--- config.mk ---
export PLATFORM = sky130hd
export DESIGN_NAME = acondicionador_botones
export DESIGN_NICKNAME = d
export VERILOG_FILES = /design/src/rtl/acondicionador_botones.sv
export SDC_FILE = /design/constraint.sdc
export NUM_CORES = 1
export LEC_CHECK = 0
export BUFFER_PORTS_ARGS = -buffer_cell sky130_fd_sc_hd__buf_2
export CAP_MARGIN = 20
export CELL_PAD_IN_SITES_DETAIL_PLACEMENT = 1
export CELL_PAD_IN_SITES_GLOBAL_PLACEMENT = 1
export CORE_AREA = 10 10 170 172
export CTS_BUF_LIST = sky130_fd_sc_hd__clkbuf_4 sky130_fd_sc_hd__clkbuf_8 sky130_fd_sc_hd__clkbuf_16
export CTS_CLUSTER_DIAMETER = 200
export DETAILED_ROUTE_END_ITERATION = 7
export DIE_AREA = 0 0 180 182
export GPL_TIMING_DRIVEN = 0
export PLACE_DENSITY = 0.56
export SKIP_LAST_GASP = 1
export SLEW_MARGIN = 30
export SYNTH_ARGS = -nofsm -noshare
export SYNTH_HDL_FRONTEND = slang
export SYNTH_SLANG_ARGS = --single-unit
--- constraint.sdc ---
create_clock -name Clock -period 3.1 [get_ports Clock]
set_input_delay 0.465 -clock Clock [delete_from_list [all_inputs] [get_ports Clock]]
set_output_delay 0.465 -clock Clock [all_outputs]
set_load 0.005 [all_outputs]
--- src/rtl/acondicionador_botones.sv ---
// Conditions four raw push-buttons: 2-FF sync, debounce and rising-edge detection per channel.
// Up/Down auto-repeat while held; holding both at once silences them until one is re-pressed.
module acondicionador_botones #(
    parameter int unsigned DEB_CYC   = 500000,
    parameter int unsigned REP_DELAY = 25000000,
    parameter int unsigned REP_RATE  = 5000000,
    parameter int unsigned CNT_W     = 25
) (
    input  logic Clock,
    input  logic reset,
    input  logic UpIn,
    input  logic DownIn,
    input  logic TCIn,
    input  logic LpIn,
    output logic Up,
    output logic Down,
    output logic TC,
    output logic Lp
);

    localparam int unsigned NUM_CH = 4;
    localparam logic [CNT_W-1:0] DEB_LAST   = CNT_W'(DEB_CYC - 1);
    localparam logic [CNT_W-1:0] DELAY_LOAD = CNT_W'(REP_DELAY - 1);
    localparam logic [CNT_W-1:0] RATE_LOAD  = CNT_W'(REP_RATE - 1);

    typedef enum logic [1:0] {StIdle, StDelay, StRepeat} rep_state_e;

    // Channel order: 0 Up, 1 Down, 2 TC, 3 Lp
    logic [NUM_CH-1:0] w_raw;
    logic [NUM_CH-1:0] r_sync1;
    logic [NUM_CH-1:0] r_sync2;
    logic [NUM_CH-1:0] w_stable;
    logic [NUM_CH-1:0] r_stable_d;
    logic [NUM_CH-1:0] w_rise;
    logic [1:0]        w_rep_pulse;
    logic              w_conflict;
    logic              r_tc;
    logic              r_lp;

    assign w_raw = {LpIn, TCIn, DownIn, UpIn};

    always_ff @(posedge Clock or negedge reset) begin
        if (!reset) begin
            r_sync1    <= '0;
            r_sync2    <= '0;
            r_stable_d <= '0;
        end else begin
            r_sync1    <= w_raw;
            r_sync2    <= r_sync1;
            r_stable_d <= w_stable;
        end
    end

    for (genvar g_ch = 0; g_ch < NUM_CH; g_ch++) begin : g_deb
        logic [CNT_W-1:0] r_cnt;
        logic             r_level;

        // The counter only runs while the synchronised input disagrees with the accepted level
        always_ff @(posedge Clock or negedge reset) begin
            if (!reset) begin
                r_cnt   <= '0;
                r_level <= 1'b0;
            end else if (r_sync2[g_ch] == r_level) begin
                r_cnt <= '0;
            end else if (r_cnt == DEB_LAST) begin
                r_level <= r_sync2[g_ch];
                r_cnt   <= '0;
            end else begin
                r_cnt <= r_cnt + CNT_W'(1);
            end
        end

        assign w_stable[g_ch] = r_level;
    end

    assign w_rise     = w_stable & ~r_stable_d;
    assign w_conflict = w_stable[0] & w_stable[1];

    always_ff @(posedge Clock or negedge reset) begin
        if (!reset) begin
            r_tc <= 1'b0;
            r_lp <= 1'b0;
        end else begin
            r_tc <= w_rise[2];
            r_lp <= w_rise[3];
        end
    end

    for (genvar g_rep = 0; g_rep < 2; g_rep++) begin : g_repeat
        rep_state_e       r_state;
        rep_state_e       w_state_next;
        logic [CNT_W-1:0] r_timer;
        logic [CNT_W-1:0] w_timer_next;
        logic             w_expired;
        logic             w_pulse;
        logic             r_pulse;

        assign w_expired = (r_timer == '0);

        always_ff @(posedge Clock or negedge reset) begin
            if (!reset) begin
                r_state <= StIdle;
                r_timer <= '0;
                r_pulse <= 1'b0;
            end else begin
                r_state <= w_state_next;
                r_timer <= w_timer_next;
                r_pulse <= w_pulse;
            end
        end

        // Release is tested before expiry so a release on the expiry cycle never pulses
        always_comb begin
            w_state_next = r_state;
            w_timer_next = r_timer;
            if (w_conflict) begin
                w_state_next = StIdle;
            end else begin
                case (r_state)
                    StIdle: begin
                        if (w_rise[g_rep]) begin
                            w_state_next = StDelay;
                            w_timer_next = DELAY_LOAD;
                        end
                    end
                    StDelay: begin
                        if (!w_stable[g_rep]) begin
                            w_state_next = StIdle;
                        end else if (w_expired) begin
                            w_state_next = StRepeat;
                            w_timer_next = RATE_LOAD;
                        end else begin
                            w_timer_next = r_timer - CNT_W'(1);
                        end
                    end
                    StRepeat: begin
                        if (!w_stable[g_rep]) begin
                            w_state_next = StIdle;
                        end else if (w_expired) begin
                            w_timer_next = RATE_LOAD;
                        end else begin
                            w_timer_next = r_timer - CNT_W'(1);
                        end
                    end
                    default: w_state_next = StIdle;
                endcase
            end
        end

        always_comb begin
            w_pulse = 1'b0;
            if (!w_conflict) begin
                case (r_state)
                    StIdle:   w_pulse = w_rise[g_rep];
                    StDelay:  w_pulse = w_stable[g_rep] & w_expired;
                    StRepeat: w_pulse = w_stable[g_rep] & w_expired;
                    default:  w_pulse = 1'b0;
                endcase
            end
        end

        assign w_rep_pulse[g_rep] = r_pulse;
    end

    assign Up   = w_rep_pulse[0];
    assign Down = w_rep_pulse[1];
    assign TC   = r_tc;
    assign Lp   = r_lp;

endmodule

==> impl_results.md <==
* Status: finished clean
* Antenna Nets Post-Route at 0
* CP endpoint kind: register
* Post-route insts no fill at between 1000 and 1500
* Share of power burned in registers at roughly half
* Library cells used by synthesis at 56
* Hold Path Depth at 1
* Max Fclk at 347 MHz
* Crit-path most repeated cell: nor4_1
* Drt wl/cell at between 15 and 20 µm
* Yosys top cell area share at approximately half
* Clock sinks at roughly 170
* Sw power at about 1.2 mW
* Global-route wire length before repair at between 30000 and 40000 µm
* Final wirelength at roughly 21000 µm
* Post-route cell area at 0.00995 mm²
* Peak supply drop at around 0.00034 V
* Nets at 987
* RSZ-0062 raised after global routing: false
* Bufs on Longest Clock Path at 2
* Critical path class: reg -> reg
* Synth top area cells: dfrtp_1 (49%), nor2_1 (6.3%), xnor2_1 (5.7%), xor2_1 (4.1%), nand2_1 (3.0%)
* CTS tree: done
* Skew final at ~0.014 ns
* Post-DP Area at between 0.009 and 0.01 mm²
* Antenna cells at 0
* Worst setup margin at approximately 0.22 ns
* Pre-CTS setup slack at 0.141 ns
* Residual DRC at 0
* Max-Cap Viols at 0
* Placed Cells incl. Taps at between 1000 and 1500
* WP buf/inv at 0
* Clock latency on the worst-skew pair at ~0.43 ns
* Slew Limit Fails at 0
* Final Hold Violating Endpoints at 0
* GP Congestion at just under 0.8
* Setup slack, reg-to-reg at between 0.2 and 0.25 ns
* Layout fillers at 2898
* Period utilization at 93.0%
* Slew HR at 47.7%
* Combinational fraction of design power at 2.5%
* CP required at approximately 3.4 ns
* Switching part of the total at roughly 25%
* Final Hold Slack at around 0.14 ns
* Internal at 3.41 mW
* Crit Path Max Fanout at 9
* GRT Util Overall at ~13%
* Cell Pwr Density at 459 mW/mm²
* PortBufs at 9
* Synth Instances at between 900 and 1000
* CP Depth at 5
* Asr flop ratio synth at 100%
* Slew @ Worst Pin at between 0.7 and 0.8 ns
* Most used flip-flop cell after synthesis: dfrtp_1
* Share of post-route cells with drive strength above 1 at under 10%
* Reg2reg path depth at 5
* Vias in the first global route at between 7000 and 8000
* Mean Syn Cell Area at approximately 9.4 µm²
* Largest net degree at the start of global routing at a little under 80
* DRT iter0 DRCs at approximately 410
* Max incr delay on CP at 0.71 ns
* TritonRoute pass-1 iters at 4
* Fin crit period at just under 3 ns
* Die ar. at between 0.03 and 0.04 mm²
* Die width at between 150 and 200 µm
* Root Driver: clkbuf_16
* Cell row count at 59
* Clk pwr share at 47.1%
* Die H at 182 µm
* Antenna violations before repair at 0
* Routed vias/inst at ~5.2
* Final HPWL DP at between 10000 and 15000 µm
* Cells along the critical path: nor4_1, nand4b_1, nor2_1, a21oi_1, nor4_1
* Post-synth EDFFs at 0
* WP data arrival at 3.14 ns
* Core Box Area at about 0.026 mm²
* Leakage power at 4.35 nW
* Clock slew at reported path FFs at ~0.080 ns
* Yosys top cell by area: dfrtp_1
* Post-synthesis sequential area ratio at between 40% and 50%
* DR vias at 6873
* Initial core utilization at approximately a third
* Global route overflow at 0
* Synth Register Bits at between 150 and 200
* Num CTS Buffers at 17
* CP top delay family: simple AND/OR/NAND/NOR gates
* Top Ports at 10
* Area growth syn-to-layout at 12.8%
* Syn Nets at 956
* CP startpoint kind: register
* CP max-delay cell: nor4_1
* Post-Syn Area at approximately 0.0088 mm²
* Post-layout util at approximately two fifths
* Yosys Warn Count at 0
* Final setup viols at 0
* Hold WC Path Type: in -> reg
* H-Tree Depth at 4
power groups by stage:
stage / combinational (mW) / clock, mW / sequential (mW)
final: 0.115 / 2.15 / 2.30
after floorplan: 0.0425 / 0 / 2.34
after global placement: 0.111 / 0 / 2.35
after global routing: 0.138 / 2.34 / 2.30
after detailed placement: 0.123 / 0 / 2.35
after CTS: 0.124 / 2.25 / 2.30
logic make-up (layout without fill, tap and decap cells):
family                     count (synthesis)  in the layout  share of synthesized area, %
AOI/OAI and AO/OA                        113            113                          8.08
DFF                                      174            174                          49.4
buffers and inverters                     60            104                          2.67
muxes                                      9              9                          1.06
xor gates and xnor gates                  98             98                          9.73
adders and majority gates                 14             14                          1.99
and+or+nand+nor                          468            468                          27.1
synthesized netlist by cell type (2+ instances only):
cell and instances:
a21o_1 5, a21oi_1 25, a31oi_1 11, and2_1 5, and3_1 16, and4_1 11, buf_1 2, buf_2 2
buf_4 2, clkbuf_1 27, dfrtp_1 174, ha_1 14, inv_1 27, mux2_2 3, mux2i_1 6, nand2_1 71
nand2b_1 3, nand3_1 52, nand3b_1 3, nand4_1 26, nand4b_1 5, nor2_1 147, nor2b_1 6, nor3_1 39
nor4_1 36, nor4_4 2, nor4b_1 5, o211ai_1 3, o21a_1 5, o21ai_0 30, o22a_1 3, o22ai_1 4
o31ai_1 12, o41ai_1 4, or2_2 5, or3_1 13, or4_1 16, or4_4 2, xnor2_1 57, xor2_1 41
flip-flops by register name, indices dropped and copies added (netlist names):
register,count
TC,1
r_stable_d,4
Up,1
g_deb.r_level,4
Down,1
r_sync1,4
g_deb.r_cnt,100
g_repeat.r_state,4
g_repeat.r_timer,50
Lp,1
r_sync2,4
routing by layer:
metal	vias up	part of all wire, %	GRT usage (%)
li1	3385	-	-
met1	3436	50	17.8
met5	-	0	0
met2	44	47	22.2
met4	0	0.59	3.24
met3	8	1.8	2.64
through the flow:
step	total power, mW	setup TNS, ns
after floorplan	2.39	0
after global placement	2.46	-267.74
after detailed placement	2.47	0
after CTS	4.68	0
after global routing	4.78	0
final	4.57	0
layout make-up:
class	instances	area, µm²	share of cell area, %
Sequential cell	174	4350	43.7
Multi-Input combinational cell	702	4240	42.6
Clock buffer	18	439	4.41
Tap cell	335	419	4.21
Clock inverter	14	146	1.47
Buffer	33	135	1.36
Timing Repair Buffer	12	120	1.21
Inverter	27	101	1.02
worst paths after layout:
| path | startpoint | endpoint |
|---|---|---|
| max in group asynchronous | reset | r_stable_d[0]$_DFF_PN0_ |
| worst max-delay path | g_repeat[1].r_timer[5]$_DFFE_PN0P_ | Down$_DFF_PN0_ |
| min in group asynchronous | reset | g_repeat[1].r_timer[4]$_DFFE_PN0P_ |
| worst min register to register | r_sync1[2]$_DFF_PN0_ | r_sync2[2]$_DFF_PN0_ |
| worst min-delay path | LpIn | r_sync1[3]$_DFF_PN0_ |
| worst max register to register | g_repeat[1].r_timer[5]$_DFFE_PN0P_ | Down$_DFF_PN0_ |
cell usage in the layout (no fill, tap or decap), types with 4 or more instances in the layout:
cell,n
and2_1,5
nor4_1,36
nor2b_1,6
nand4b_1,5
a21oi_1,25
nor4b_1,5
a31oi_1,11
nand4_1,26
a21o_1,5
o22ai_1,4
dfrtp_1,174
xnor2_1,57
o21ai_0,30
or3_1,13
inv_1,27
xor2_1,41
nor3_1,39
nand2_1,71
or2_2,5
clkbuf_1,26
clkinv_4,4
ha_1,14
inv_8,4
o41ai_1,4
and3_1,16
nand3_1,52
nor2_1,147
clkbuf_16,17
and4_1,11
o21a_1,5
buf_2,10
mux2i_1,6
o31ai_1,11
or4_1,16
timing repair:
item,4_1_cts,5_1_grt
endpoints found under the setup margin,0,11
endpoints found under the hold margin,24,0
buffers inserted,0,0
hold buffers,1,0
gates resized for setup,0,2
Note: power is estimated with default switching activity, not from simulation.
